[config.mk]
export PLATFORM = sky130hd
export DESIGN_NAME = branch_resolve
export DESIGN_NICKNAME = d
export VERILOG_FILES = /design/src/rtl/branch_resolve.sv
export SDC_FILE = /design/constraint.sdc
export NUM_CORES = 1
export LEC_CHECK = 0
export CORE_ASPECT_RATIO = 1.1
export CORE_MARGIN = 10
export CORE_UTILIZATION = 50
export CTS_CLUSTER_SIZE = 25
export DETAILED_ROUTE_END_ITERATION = 10
export HOLD_SLACK_MARGIN = 0.03
export PLACE_DENSITY = 0.73
export SETUP_SLACK_MARGIN = 0.3
export SLEW_MARGIN = 10
export SYNTH_ARGS = -nofsm -noshare
export SYNTH_HDL_FRONTEND = slang
export SYNTH_SLANG_ARGS = --single-unit
[constraint.sdc]
create_clock -name clk -period 12.2 [get_ports clk]
set_clock_uncertainty 0.2 [all_clocks]
set_input_delay 2.44 -clock clk [delete_from_list [all_inputs] [get_ports clk]]
set_output_delay 2.44 -clock clk [all_outputs]
set_load 0.02 [all_outputs]
[src/rtl/branch_resolve.sv]
// Branch resolution in ID: prediction FIFO, miss detection and PC-stage feedback.
// Optional statistics counters are built when BRANCH_STAT_EN is defined.
module branch_resolve #(
    parameter int ADDR_WIDTH = 32,
    parameter int GHR_WIDTH  = 10,
    parameter int DEPTH      = 4,
    parameter int FALLTHRU   = 8
) (
    input  logic                  clk,
    input  logic                  rst,
    input  logic                  pred_valid,
    input  logic [ADDR_WIDTH-1:0] pred_pc,
    input  logic                  pred_taken,
    input  logic [GHR_WIDTH-1:0]  pred_index,
    input  logic [ADDR_WIDTH-1:0] pred_target,
    output logic                  pred_full,
    input  logic                  id_valid,
    input  logic                  id_is_branch,
    input  logic                  id_is_jump,
    input  logic                  id_cond,
    input  logic [ADDR_WIDTH-1:0] id_target,
    output logic                  is_branch_out,
    output logic                  is_jump_out,
    output logic                  is_taken_out,
    output logic                  is_miss_out,
    output logic [GHR_WIDTH-1:0]  last_pht_index,
    output logic [ADDR_WIDTH-1:0] inst_pc,
    output logic [ADDR_WIDTH-1:0] target_out,
    output logic [ADDR_WIDTH-1:0] redirect_pc,
    output logic                  flush_out,
    output logic                  underflow_err,
    output logic [31:0]           branch_cnt,
    output logic [31:0]           miss_cnt
);

    localparam int PW = $clog2(DEPTH);
    localparam logic [PW:0] PTR_ONE = {{PW{1'b0}}, 1'b1};
    localparam logic [ADDR_WIDTH-1:0] FT = ADDR_WIDTH'(FALLTHRU);

    typedef struct packed {
        logic [ADDR_WIDTH-1:0] pc;
        logic                  taken;
        logic [GHR_WIDTH-1:0]  index;
        logic [ADDR_WIDTH-1:0] target;
    } entry_t;

    entry_t                mem_q [DEPTH];
    logic [PW:0]           wr_q, wr_d, rd_q, rd_d;
    logic                  empty, full, push, pop;
    logic                  ctrl, act_taken, miss;
    entry_t                head;
    logic [ADDR_WIDTH-1:0] redir;

    always_comb begin
        empty = (wr_q == rd_q);
        full  = (wr_q[PW] != rd_q[PW]) &&
                (wr_q[PW-1:0] == rd_q[PW-1:0]);
        pop   = id_valid && !empty;
        head  = empty ? '0 : mem_q[rd_q[PW-1:0]];
        ctrl      = id_is_branch || id_is_jump;
        act_taken = id_is_jump || id_cond;
        miss = 1'b0;
        if (id_valid) begin
            if (ctrl)
                miss = (act_taken != head.taken) ||
                       (act_taken && (head.target != id_target));
            else
                miss = head.taken;
        end
        // A pop frees a slot in the same cycle, so a full FIFO may still accept
        push  = pred_valid && (!full || pop) && !miss;
        redir = (ctrl && act_taken) ? id_target : head.pc + FT;
        wr_d  = wr_q;
        rd_d  = rd_q;
        if (miss) begin
            wr_d = '0;
            rd_d = '0;
        end else begin
            if (push) wr_d = wr_q + PTR_ONE;
            if (pop)  rd_d = rd_q + PTR_ONE;
        end
    end

    assign pred_full = full;

    always_ff @(posedge clk) begin
        if (push)
            mem_q[wr_q[PW-1:0]] <= '{pred_pc, pred_taken, pred_index, pred_target};
    end

    always_ff @(posedge clk) begin
        if (!rst) begin
            wr_q           <= '0;
            rd_q           <= '0;
            is_branch_out  <= 1'b0;
            is_jump_out    <= 1'b0;
            is_taken_out   <= 1'b0;
            is_miss_out    <= 1'b0;
            flush_out      <= 1'b0;
            underflow_err  <= 1'b0;
            last_pht_index <= '0;
            inst_pc        <= '0;
            target_out     <= '0;
            redirect_pc    <= '0;
        end else begin
            wr_q          <= wr_d;
            rd_q          <= rd_d;
            is_branch_out <= id_valid && id_is_branch;
            is_jump_out   <= id_valid && id_is_jump;
            is_taken_out  <= id_valid && ctrl && act_taken;
            is_miss_out   <= miss;
            flush_out     <= miss;
            underflow_err <= id_valid && empty;
            if (id_valid) begin
                last_pht_index <= head.index;
                inst_pc        <= head.pc;
                target_out     <= id_target;
                redirect_pc    <= redir;
            end
        end
    end

`ifdef BRANCH_STAT_EN
    logic [31:0] bcnt_q, mcnt_q;

    always_ff @(posedge clk) begin
        if (!rst) begin
            bcnt_q <= '0;
            mcnt_q <= '0;
        end else begin
            if (id_valid && ctrl) bcnt_q <= bcnt_q + 32'd1;
            if (miss)             mcnt_q <= mcnt_q + 32'd1;
        end
    end

    assign branch_cnt = bcnt_q;
    assign miss_cnt   = mcnt_q;
`else
    assign branch_cnt = '0;
    assign miss_cnt   = '0;
`endif

endmodule

### Word level (Yosys, flattened, before mapping)

Memory sizes are Yosys's and may differ from the RTL's. A register that Yosys moved wholly into a read port is not among the register bits.
Index checks and enable logic that the tools add are counted.

* flip-flop bits (word level): 117
* bits in latches: 0
* RAM bits: 300
* ROM bits: 0
* bits of input ports: 114
* output and inout port bits: 177
* logic and storage cells: 48
* memories kept: 1

* add/sub/neg operators: 3
* $mul: 0
* divide/modulo/power cells: 0
* order comparisons: 0
* equality and inequality tests: 5
* shift-type cells: 0
* mux-type cells: 8
* bitwise logic cells: 1
* reduce and logical (&&, ||, !) cells: 19

Memories
* mem_q: words 4, width 75, read ports 1, clocked after Yosys merged registers in 1, wr ports 1, RTL line 47 `entry_t mem_q [DEPTH];`

Operator list (count)
* $mux 75: 1
* $add 32x4->32 const B: 1
* $mux 32: 1
* $ne 32x32->1: 1
* $logic_and 1x1->1: 11
* $add 3x1->3 const B: 2
* $logic_or 1x1->1: 4
* $mux 1: 4
* $mux 2: 2
* $eq 3x3->1: 1
* $logic_not 1->1: 3
* $eq 2x2->1: 1
* $ne 1x1->1: 2
* $reduce_or 2->1: 1
* $not 1->1: 1

### Longest topological paths before layout

Gate-level depths: netlist (run 1).

* depth after elaboration: 11
* gate-level depth with buffers: 15
* mapped depth without buffers: 10

### Worst setup path before layout (run 1)

No wires, ideal clock.

* path kind: in2reg
* from: input port id_target[26]
* to: memory mem_q[0][0] (netlist name), enable pin
* setup time: 0.616 ns
* data arrival time: 9.213 ns
* required time: 11.384 ns
* setup slack: 2.171 ns
* stages on the path: 6
* path buffers: 0
* cell sequence: inv_1 > a21oi_1 > or4_1 > nor4b_2 > a41oi_4 > nor3b_1

* cells in the longest elaborated chain, start to end: 9

RTL lines
* from (decl): RTL line 21 `input logic [ADDR_WIDTH-1:0] id_target,`
* $ne 32x32->1: RTL line 66 `(act_taken && (head.target != id_target));`
* $logic_and 1x1->1: RTL line 66
* $logic_or 1x1->1: RTL line 65 `miss = (act_taken != head.taken) ||`
* $mux 1: RTL line 64 `if (ctrl)`
* $mux 1: RTL line 63 `if (id_valid) begin`
* $logic_not 1->1: RTL line 71 `push = pred_valid && (!full || pop) && !miss;`
* $logic_and 1x1->1: RTL line 71
* $mux 1: RTL line 87 `if (push)`
* $mux 1 (not written as such): RTL line 88 `mem_q[wr_q[PW-1:0]] <= '{pred_pc, pred_taken, pred_index, pred_target};`
* to (decl): RTL line 47

Every way passes these cells.

### Worst setup path after layout (run 1)

* from: input port id_target[19]
* to: memory mem_q[0][9] (netlist name), enable pin

The elaborated chain is that of the path after synthesis.

==> results of run 1 <==
## routing by layer
layer  wire length [um]  vias to the layer above
met2              22800                      543
met5                 46                        -
met4               1530                        6
met1              18700                     5422
li1                   -                     4857
met3               4700                       90
## flip-flops by register name, indices dropped and copies added, names as in the netlist, named ones only
| name | cells |
|---|---|
| wr_q | 3 |
| is_taken_out | 1 |
| redirect_pc | 32 |
| is_jump_out | 1 |
| last_pht_index | 10 |
| rd_q | 3 |
| inst_pc | 32 |
| underflow_err | 1 |
| is_branch_out | 1 |
| target_out | 32 |
| flush_out | 1 |
| mem_q | 300 |
## cell usage in the layout, fill, tap and decap left out, types with 5 or more instances in the layout
| cell type | Yosys | final |
|---|---|---|
| o32ai_1 | 5 | 5 |
| and2_1 | 15 | 15 |
| nand3_1 | 44 | 44 |
| nor2_1 | 30 | 29 |
| o22ai_1 | 6 | 6 |
| nand2b_1 | 35 | 35 |
| clkdlybuf4s50_1 | 0 | 224 |
| o211a_1 | 5 | 5 |
| a21boi_0 | 34 | 34 |
| xnor2_1 | 21 | 21 |
| nor2b_1 | 45 | 45 |
| buf_4 | 66 | 20 |
| ha_1 | 6 | 6 |
| nor3_1 | 5 | 5 |
| conb_1 | 1 | 64 |
| clkbuf_16 | 0 | 44 |
| xor2_1 | 20 | 20 |
| o21ai_0 | 29 | 29 |
| a21oi_1 | 20 | 19 |
| edfxtp_1 | 300 | 300 |
| nor3b_2 | 4 | 7 |
| and3_1 | 11 | 11 |
| clkinv_2 | 0 | 6 |
| o31ai_1 | 5 | 5 |
| dfxtp_1 | 119 | 117 |
| a22oi_1 | 5 | 5 |
| nand2_1 | 53 | 53 |
| mux4_2 | 57 | 57 |
| inv_1 | 20 | 20 |
| mux2i_1 | 48 | 48 |
| nor4bb_1 | 6 | 6 |
| clkbuf_1 | 33 | 8 |
| o211ai_1 | 8 | 8 |
| a31oi_1 | 7 | 7 |
| clkinv_1 | 0 | 9 |
| mux4_1 | 17 | 17 |
| nand4_1 | 15 | 15 |
| nand3b_1 | 6 | 6 |
## stage by stage
stage | instance area [um2] | hold slack (ns) | std cells
finish | 21600 | 0.281 | 1891
floorplan | 18000 | 0.321 | 1254
CTS | 21500 | 0.284 | 1889
detailed placement | 20200 | 0.265 | 1812
global route | 21500 | 0.295 | 1889
global placement | 20200 | 0.267 | 1812
## cell families (layout without fill, tap and decap cells)
kind of cell,Yosys count,in the layout,share of synthesized area
mux,123,123,0.125
other cells,1,66,0.000211
simple gates,294,294,0.0951
compound gates,156,156,0.0636
buf+inv,151,342,0.0507
flops,419,419,0.641
fa+ha+maj,6,6,0.00422
xor+xnor,41,41,0.0202
## power groups by stage
stage          Combinational, uW  Clock [uW]  Sequential [uW]
2_1_floorplan                268           0             1660
3_3_place_gp                 447           0             1640
3_5_place_dp                 452           0             1650
4_1_cts                      453        1300             1620
5_1_grt                      485        1360             1620
6_report                     455        1280             1610
## final timing paths
| kind | slack [ns] | end |
|---|---|---|
| min reg2reg | 0.28 | inst_pc[11] |
| max | 6.19 | mem_q[0][9] |
| max reg2reg | 6.65 | mem_q[0][9] |
| min | 0.28 | inst_pc[11] |
## area by class of cell
class / count / area (um2)
Clock inverter: 24 / 223
Timing Repair Buffer: 245 / 2400
Multi-Input combinational cell: 684 / 5750
Tap cell: 444 / 556
Clock buffer: 53 / 1140
Fill cell: 2592 / 13600
Sequential cell: 419 / 11400
Inverter: 20 / 75.1
Antenna cell: 2 / 5.00
## worst reg2reg max path: cells and delay by family (launching register included)
kind                   cells  cell delay, ns
muxes                      1            0.68
and+or+nand+nor            1            0.26
AOI/OAI and AO/OA          4            1.27
DFF                        1            0.76
buffers and inverters      3            1.88
==> summary.md, run 1 <==
| Metric | Value |
|---|---|
| Post-CTS Hold Buffers | `0` |
| Layout cells sized above 1 | `0.111` |
| Fraction of the cycle the final worst path needs | `0.493` |
| RSZ-0062 raised after global routing | `no` |
| Number of global-route vias before repair | `10819` |
| Max-cap violations | `0` |
| Vias | `10918` |
| Critical path arrival | `5.98 ns` |
| Crit path required time | `12.16 ns` |
| Num rows | `72` |
| Port bufs | `226` |
| Die height | `218 um` |
| Cell Chain, Critical Path | `clkdlybuf4s50_1 > inv_1 > a21oi_1 > or4_1 > nor4b_2 > a41oi_4 > nor3b_2 > buf_4 > buf_4` |
| Hold depth | `2` |
| Clock power frac | `0.383` |
| CP Capture Type | `flop` |
| Crit-path leading delay family | `buffers and inverters` |
| Predominant post-synthesis flop cell | `edfxtp_1` |
| Core ar. | `35100 um2` |
| Register area share after synthesis | `0.641` |
| Root Buffer | `clkbuf_16` |
| Final min period | `6.01 ns` |
| Main area contributors after synthesis | `edfxtp_1 (51%), dfxtp_1 (13%), mux4_2 (7.2%)` |
| CP Launch Type | `input port` |
| Status | `finished clean` |
| Grt ovf | `0` |
| Ports | `291` |
| Logic pwr share | `0.136` |
| Antenna-violating nets left | `0` |
| Drt pass-1 iters | `5` |
| Worst hold path type | `flop to flop` |
| Syn-to-layout area delta | `21.3%` |
| H-tree level count | `2` |
| Wire per inst | `25.2 um` |
| Count of nets after finishing | `1533` |
| CP Launch Point | `id_target[19]` |
| Ys Warns | `0` |
| Final slew viol count | `0` |
| CTS Buf Count | `43` |
| Max VDD drop | `0.000134 V` |
| Dpl hpwl | `33200 um` |
| Seq cells post-synth | `419` |
| Max frequency | `166 MHz` |
| Clock net sink count | `419` |
| Die X | `200 um` |
| Post-synth top area cell | `edfxtp_1` |
| Synth unique cells | `70` |
| Final core occ | `0.613` |
| 1st-iter DRT viols | `1177` |
| Static leakage | `0.00732 uW` |
| Hold path start | `inst_pc[11]` |
| Power, Total | `3350 uW` |
| GR Util met3 | `0.0543` |
| Post-cts sizing count | `0` |
| Post-synth top area share | `0.507` |
| Final Setup Violations | `0` |
| CP max-delay cell | `buf_4` |
| GRT met2 Usage | `0.351` |
| Met1 Use GR | `0.278` |
| CP max stage delay | `0.65 ns` |
| Crit Path Category | `input port to flop` |
| Share of flip-flops with an asynchronous set or reset | `0` |
| Syn Area/Cell | `14.9 um2` |
| GRT busiest layer | `met2` |
| Setup Fix Bufs, Post-CTS | `0` |
| First-pass GRT wire length | `70200 um` |
| PD cells | `156 nW/um2` |
| Most common cell in the netlist | `edfxtp_1` |
| Routed wire length | `47700 um` |
| Final hold vios | `0` |
| Crit path depth | `9` |
| FF-to-FF path depth | `9` |
| Syn Inst Count | `1191` |
| Initial Util | `0.506` |
| Initial antenna violation count | `3` |
| GP Congestion | `0.918` |
| Worst slack, placed | `5.64 ns` |
| Gr usage total | `0.216` |
| Worst-Margin Slew | `1.04 ns` |
| Cell mode on critical path | `buf_4` |
| Longest Clk Path Bufs | `3` |
| Max-slew headroom | `0.308` |
| Final WS setup | `6.19 ns` |
| Via-to-Cell Ratio | `5.77` |
| Sequential power share | `0.481` |
| Switch Pwr | `831 uW` |
| Pin count of the biggest net entering global routing | `104` |
| Sw Ratio | `0.248` |
| Post-synth top cells | `edfxtp_1 (300), dfxtp_1 (119), buf_4 (66), mux4_2 (57), nand2_1 (53)` |
| Post-synthesis cell area | `17800 um2` |
| Final setup TNS | `0 ns` |
| DRC | `0` |
| Clock transition at the registers of the reported paths | `0.06 ns` |
| EDFF count, synth | `300` |
| CTS tree | `built` |
| CP Max Fanout | `49` |
| Crit path buf inv count | `4` |
| Die ar. | `43500 um2` |
| Internal | `2520 uW` |
| Clock Latency Late Sink | `0.54 ns` |
Power figures use the tool's default switching activity.
==> inputs of run 2 (changes only) <==
Settings changed: CORE_UTILIZATION 50 to 48.
Clock period 12.2 ns to 5 ns, I/O delays scaled along.
==> run 2 against run 1 <==
Die area increased by 3.8%. Non-clock buffer count increased by 9. Wire length increased by 2.4%. Flip-flop and latch count unchanged. Clock power increased by 140%. Largest power group unchanged.
==> summary.md, run 2 (synthesized netlist as in run 1, its figures left out) <==
| Metric | Value |
|---|---|
| Max frequency | `239 MHz` |
| Die X | `203 um (was 200 um)` |
| Filler cell count in the final layout | `2810 (was 2592)` |
| Root Buffer | `clkbuf_16 (unchanged)` |
| Hold depth | `2 (unchanged)` |
| Pin count of the biggest net entering global routing | `118 (was 104)` |
| Setup Fix Bufs, Post-CTS | `0 (unchanged)` |
| Wire per inst | `25.1 um (was 25.2 um)` |
| Grt ovf | `0 (unchanged)` |
| Worst-Margin Slew | `0.851 ns (was 1.04 ns)` |
| GP Congestion | `0.900 (was 0.918)` |
| Drt pass-1 iters | `5 (unchanged)` |
| Critical path arrival | `4.42 ns (was 5.98 ns)` |
| Worst hold path type | `flop to flop (unchanged)` |
| Longest Clk Path Bufs | `3 (unchanged)` |
| Port bufs | `226 (unchanged)` |
| Post-CTS Hold Buffers | `0 (unchanged)` |
| CP Launch Type | `flop (was input port)` |
| H-tree level count | `2 (unchanged)` |
| Die height | `222 um (was 218 um)` |
| Via-to-Cell Ratio | `5.68 (was 5.77)` |
| Clock net sink count | `419 (unchanged)` |
| Routed wire length | `48900 um (was 47700 um)` |
| Dpl hpwl | `34800 um (was 33200 um)` |
| CP Max Fanout | `18 (was 49)` |
| Core ar. | `36400 um2 (was 35100 um2)` |
| Hold Path End | `redirect_pc[27] (was inst_pc[11])` |
| Final hold vios | `0 (unchanged)` |
| Max VDD drop | `0.000238 V (was 0.000134 V)` |
| Gr usage total | `0.212 (was 0.216)` |
| Worst r2r dst | `redirect_pc[27] (was mem_q[0][9])` |
| Die ar. | `45100 um2 (was 43500 um2)` |
| Clock transition at the registers of the reported paths | `0.06 ns (about the same)` |
| 1st-iter DRT viols | `1164 (was 1177)` |
| Initial antenna violation count | `6 (was 3)` |
| Num rows | `73 (was 72)` |
| Crit path required time | `5.24 ns (was 12.16 ns)` |
| Layout cells sized above 1 | `0.120 (was 0.111)` |
| Count of nets after finishing | `1541 (was 1533)` |
| Static leakage | `0.00741 uW (was 0.00732 uW)` |
| Max-cap violations | `0 (unchanged)` |
| Final slew viol count | `0 (unchanged)` |
| RSZ-0062 raised after global routing | `no (unchanged)` |
| Antenna-violating nets left | `0 (unchanged)` |
| CP Capture Type | `flop (unchanged)` |
| CTS Buf Count | `42 (was 43)` |
| Most frequent cells in the layout | `edfxtp_1 (300), clkdlybuf4s50_1 (224), dfxtp_1 (117), conb_1 (64), mux4_2 (57) (unchanged)` |
| Ports | `291 (unchanged)` |
| CTS tree | `built (unchanged)` |
| Max FFs per register | `300 (unchanged)` |
| Post-cts sizing count | `0 (unchanged)` |
| Vias | `11050 (was 10918)` |
| Crit Path Category | `flop to flop (was input port to flop)` |
| Final min period | `4.18 ns` |
| DRC | `0 (unchanged)` |
| Clock Latency Late Sink | `0.54 ns (about the same)` |
| Hold Slack | `0.279 ns (was 0.281 ns)` |
| Syn-to-layout area delta | `22.6% (was 21.3%)` |
| Initial Util | `0.489 (was 0.506)` |
| Number of global-route vias before repair | `11064 (was 10819)` |
| FF-to-FF path depth | `13 (was 9)` |
| Max-slew headroom | `0.429 (was 0.308)` |
| PD cells | `374 nW/um2 (was 156 nW/um2)` |
| R2r setup slk | `0.82 ns (was 6.65 ns)` |
| Final Setup Violations | `0 (unchanged)` |
| Fraction of the cycle the final worst path needs | `0.836` |
| Status | `finished clean (unchanged)` |
| Final setup TNS | `0 ns (unchanged)` |
| First-pass GRT wire length | `72300 um (was 70200 um)` |
| Commonest non-fill, non-tap cell in the layout | `edfxtp_1 (unchanged)` |
| Hold path start | `redirect_pc[27] (was inst_pc[11])` |
run 2: cell type report:
cell class,instances,area (um2),share of cell area
diodes,4,10.0,0.000459
clock buffers,62,1250,0.0575
clock inverters,15,105,0.00482
inverters,20,75.1,0.00345
multi-input cells,684,5760,0.265
flip-flops and latches,419,11400,0.523
well taps,487,609,0.0280
repair buffers,254,2570,0.118
run 2: how the worst max path moves through the flow:
stage,from,to,slack [ns],depth (start not counted)
finish,flop,redirect_pc[27],0.82,13
global route,flop,mem_q[2][19],0.64,9
CTS,flop,mem_q[2][17],0.84,9
detailed placement,id_target[20],mem_q[2][60],0.65,8
global placement,id_target[19],mem_q[2][58],0.68,8
floorplan,flop,mem_q[0][0],0.05,10
run 2: critical path: stages (launching register included):
cell      delay (ns)
dfxtp_4         0.58
buf_4           0.29
mux4_2          0.58
o31ai_1         0.22
inv_1           0.24
ha_1            0.29
and3_1          0.21
nor4bb_1        0.18
buf_4           0.20
and4bb_2        0.29
mux2i_1         0.13
o21ai_0         0.40
buf_4           0.21
nand2_1         0.04
run 2: routing by layer:
metal,part of all wire,vias up,track usage
li1,-,4881,-
met5,0.00035,-,0
met2,0.48,573,0.338
met3,0.092,78,0.0547
met4,0.028,4,0.0693
met1,0.40,5514,0.276
run 2: power breakdown:
part,internal (uW),leakage (uW),switching [uW]
sequential,3860,0.00371,70.2
combinational,480,0.00303,666
clock,1790,0.000672,1280
run 2: metrics by stage:
step	power, uW	std cells	instance area [um2]	util	setup WS [ns]
2_1_floorplan	4710	1254	18100	-	0.0451
3_3_place_gp	5120	1864	20400	0.562	0.680
5_1_grt	8410	1945	21800	0.599	0.640
6_report	8150	1945	21800	0.599	0.820
3_5_place_dp	5140	1864	20400	0.562	0.645
4_1_cts	8190	1941	21800	0.599	0.838
==> inputs of run 3 (changes only) <==
Settings changed: CORE_UTILIZATION 48 to 50.
Clock period 5 ns to 4.3 ns, I/O delays scaled along.
==> run 3 against run 2 <==
Via count rose by 1.4%. Final area grew 0.51%. Wire length increased by 1.2%. Critical path type unchanged. Critical endpoint is now mem_q[1][71]. Largest cell class unchanged.
==> summary.md, run 3 (synthesized netlist as in run 1, its figures left out) <==
| Metric | Value |
|---|---|
| Status | `finished clean (unchanged)` |
| Gr usage total | `0.221 (was 0.212)` |
| Die X | `200 um (was 203 um)` |
| Max-slew headroom | `0.421 (was 0.429)` |
| DRC | `0 (unchanged)` |
| Number of global-route vias before repair | `11095 (was 11064)` |
| Num rows | `72 (was 73)` |
| Die height | `218 um (was 222 um)` |
| Internal | `7170 uW (was 6130 uW)` |
| Fraction of the cycle the final worst path needs | `0.888 (was 0.836)` |
| Crit Path Category | `flop to flop (unchanged)` |
| CP Max Fanout | `38 (was 18)` |
| Clock net sink count | `419 (unchanged)` |
| Dpl hpwl | `34500 um (was 34800 um)` |
| Setup Fix Bufs, Post-CTS | `0 (unchanged)` |
| Max VDD drop | `0.000510 V (was 0.000238 V)` |
| Clock power frac | `0.380 (was 0.377)` |
| Worst hold path type | `flop to flop (unchanged)` |
| Routed wire length | `49500 um (was 48900 um)` |
| Final min period | `3.82 ns (was 4.18 ns)` |
| Sw Ratio | `0.250 (was 0.248)` |
| Wire per inst | `25.9 um (was 25.1 um)` |
| Die ar. | `43500 um2 (was 45100 um2)` |
| Final slew viol count | `0 (unchanged)` |
| Static leakage | `0.00749 uW (was 0.00741 uW)` |
| Final WS setup | `0.482 ns (was 0.820 ns)` |
| GP Congestion | `0.869 (was 0.900)` |
| RSZ-0062 raised after global routing | `yes (was no)` |
| Final Setup Violations | `0 (unchanged)` |
| Count of nets after finishing | `1554 (was 1541)` |
| First-pass GRT wire length | `71800 um (was 72300 um)` |
| PD cells | `437 nW/um2 (was 374 nW/um2)` |
| CP max-delay cell | `mux4_1 (was dfxtp_4)` |
| Root Buffer | `clkbuf_16 (unchanged)` |
| CP max stage delay | `0.67 ns (was 0.58 ns)` |
| Filler cell count in the final layout | `2548 (was 2810)` |
| 1st-iter DRT viols | `1135 (was 1164)` |
| Reg area | `11400 um2 (unchanged)` |
| Clock transition at the registers of the reported paths | `0.07 ns (was 0.06 ns)` |
| Pin count of the biggest net entering global routing | `95 (was 118)` |
| CP Launch Type | `flop (unchanged)` |
| Syn-to-layout area delta | `23.2% (was 22.6%)` |
| Longest Clk Path Bufs | `3 (unchanged)` |
| Drt pass-1 iters | `6 (was 5)` |
| Via-to-Cell Ratio | `5.86 (was 5.68)` |
| Ports | `291 (unchanged)` |
| Most frequent cells in the layout | `edfxtp_1 (300), clkdlybuf4s50_1 (224), dfxtp_1 (117), conb_1 (64), mux4_2 (57) (unchanged)` |
| Post-cts sizing count | `0 (unchanged)` |
| Vias | `11208 (was 11050)` |
| Final hold vios | `0 (unchanged)` |
| Cell Chain, Critical Path | `buf_12 > mux4_1 > nor4bb_1 > nand2_1 > a32oi_1 > and3_1 > a41oi_4 > nor3b_4 > clkbuf_16 (was buf_4 > mux4_2 > o31ai_1 > inv_1 > ha_1 > and3_1 > nor4bb_1 > buf_4 > and4bb_2 > mux2i_1 > o21ai_0 > buf_4 > nand2_1)` |
| H-tree level count | `2 (unchanged)` |
| Final core occ | `0.623 (was 0.599)` |
| Max FFs per register | `300 (unchanged)` |
| Clock Latency Late Sink | `0.55 ns (was 0.54 ns)` |
| Grt ovf | `0 (unchanged)` |
| Crit path required time | `4.31 ns (was 5.24 ns)` |
| CP Capture Type | `flop (unchanged)` |
| Critical path arrival | `3.83 ns (was 4.42 ns)` |
| Initial antenna violation count | `3 (was 6)` |
| Initial Util | `0.506 (was 0.489)` |
| Layout cells sized above 1 | `0.127 (was 0.120)` |
| Core ar. | `35100 um2 (was 36400 um2)` |
| Post-CTS Hold Buffers | `0 (unchanged)` |
| Max-cap violations | `0 (unchanged)` |
| Port bufs | `226 (unchanged)` |
| Antenna-violating nets left | `0 (unchanged)` |
| Max frequency | `262 MHz (was 239 MHz)` |
| Worst-Margin Slew | `0.869 ns (was 0.851 ns)` |
| Worst slack, placed | `0.280 ns (was 0.645 ns)` |
| Switch Pwr | `2390 uW (was 2020 uW)` |
| Logic pwr share | `0.143 (was 0.141)` |
| CTS Buf Count | `42 (unchanged)` |
| Commonest non-fill, non-tap cell in the layout | `edfxtp_1 (unchanged)` |
| Sequential power share | `0.477 (was 0.482)` |
| CTS tree | `built (unchanged)` |
| Area of the multi-input gates | `5770 um2 (was 5760 um2)` |
==> run 3: cell types whose count changed in the layout (fill, tap and decap cells not counted), sizes merged <==
cell    previous run  this run
buf               30        41
inv               21        24
diode              4         2
bufinv             1         2
clkbuf            62        61
clkinv            11        10
==> run 3: final timing paths <==
kind,slack (ns),from,endpoint,depth (start not counted)
setup reg to reg,0.48,flop,mem_q[1][71],9
setup / recovery,0.48,flop,mem_q[1][71],9
hold / removal,0.28,target_out[30],target_out[30],2
hold reg to reg,0.28,target_out[30],target_out[30],2
==> run 3: critical path: cells and delay by family, from the launching register on <==
family,cells,cell delay [ns]
and+or+nand+nor,4,1.02
muxes,1,0.67
buffers and inverters,2,0.61
AOI/OAI and AO/OA,2,0.54
DFF,1,0.37
==> run 3: per-stage QoR <==
step           std cells  area [um2]  hold slack (ns)  total power (uW)  TNS [ns]
3_3_place_gp        1833       20500            0.266              5970         0
2_1_floorplan       1254       18100            0.321              5480   -147.14
3_5_place_dp        1833       20500            0.272              6000         0
6_report            1913       21900            0.278              9560         0
5_1_grt             1913       21900            0.310              9870         0
4_1_cts             1910       21900            0.282              9600         0
==> run 3: cell type report <==
type	count	share of cell area
Clock inverter	18	0.00720
Multi-Input combinational cell	684	0.264
Antenna cell	2	0.000229
Tap cell	444	0.0254
Inverter	20	0.00343
Timing Repair Buffer	267	0.124
Clock buffer	59	0.0557
Sequential cell	419	0.521
==> run 3: per-layer routing <==
layer | wire length, um | GRT usage | up-vias | share of wire
met5 | 9 | 0 | - | 0.00018
met4 | 1260 | 0.0738 | 2 | 0.025
met3 | 4940 | 0.0494 | 73 | 0.10
met2 | 23900 | 0.359 | 616 | 0.48
met1 | 19400 | 0.289 | 5610 | 0.39
li1 | - | - | 4907 | -
==> run 3: power by group through the flow <==
stage / logic, uW / registers (uW) / clock network, uW
finish: 1370 / 4560 / 3630
global route: 1450 / 4570 / 3850
CTS: 1360 / 4560 / 3680
detailed placement: 1350 / 4650 / 0
global placement: 1330 / 4640 / 0
floorplan: 771 / 4710 / 0
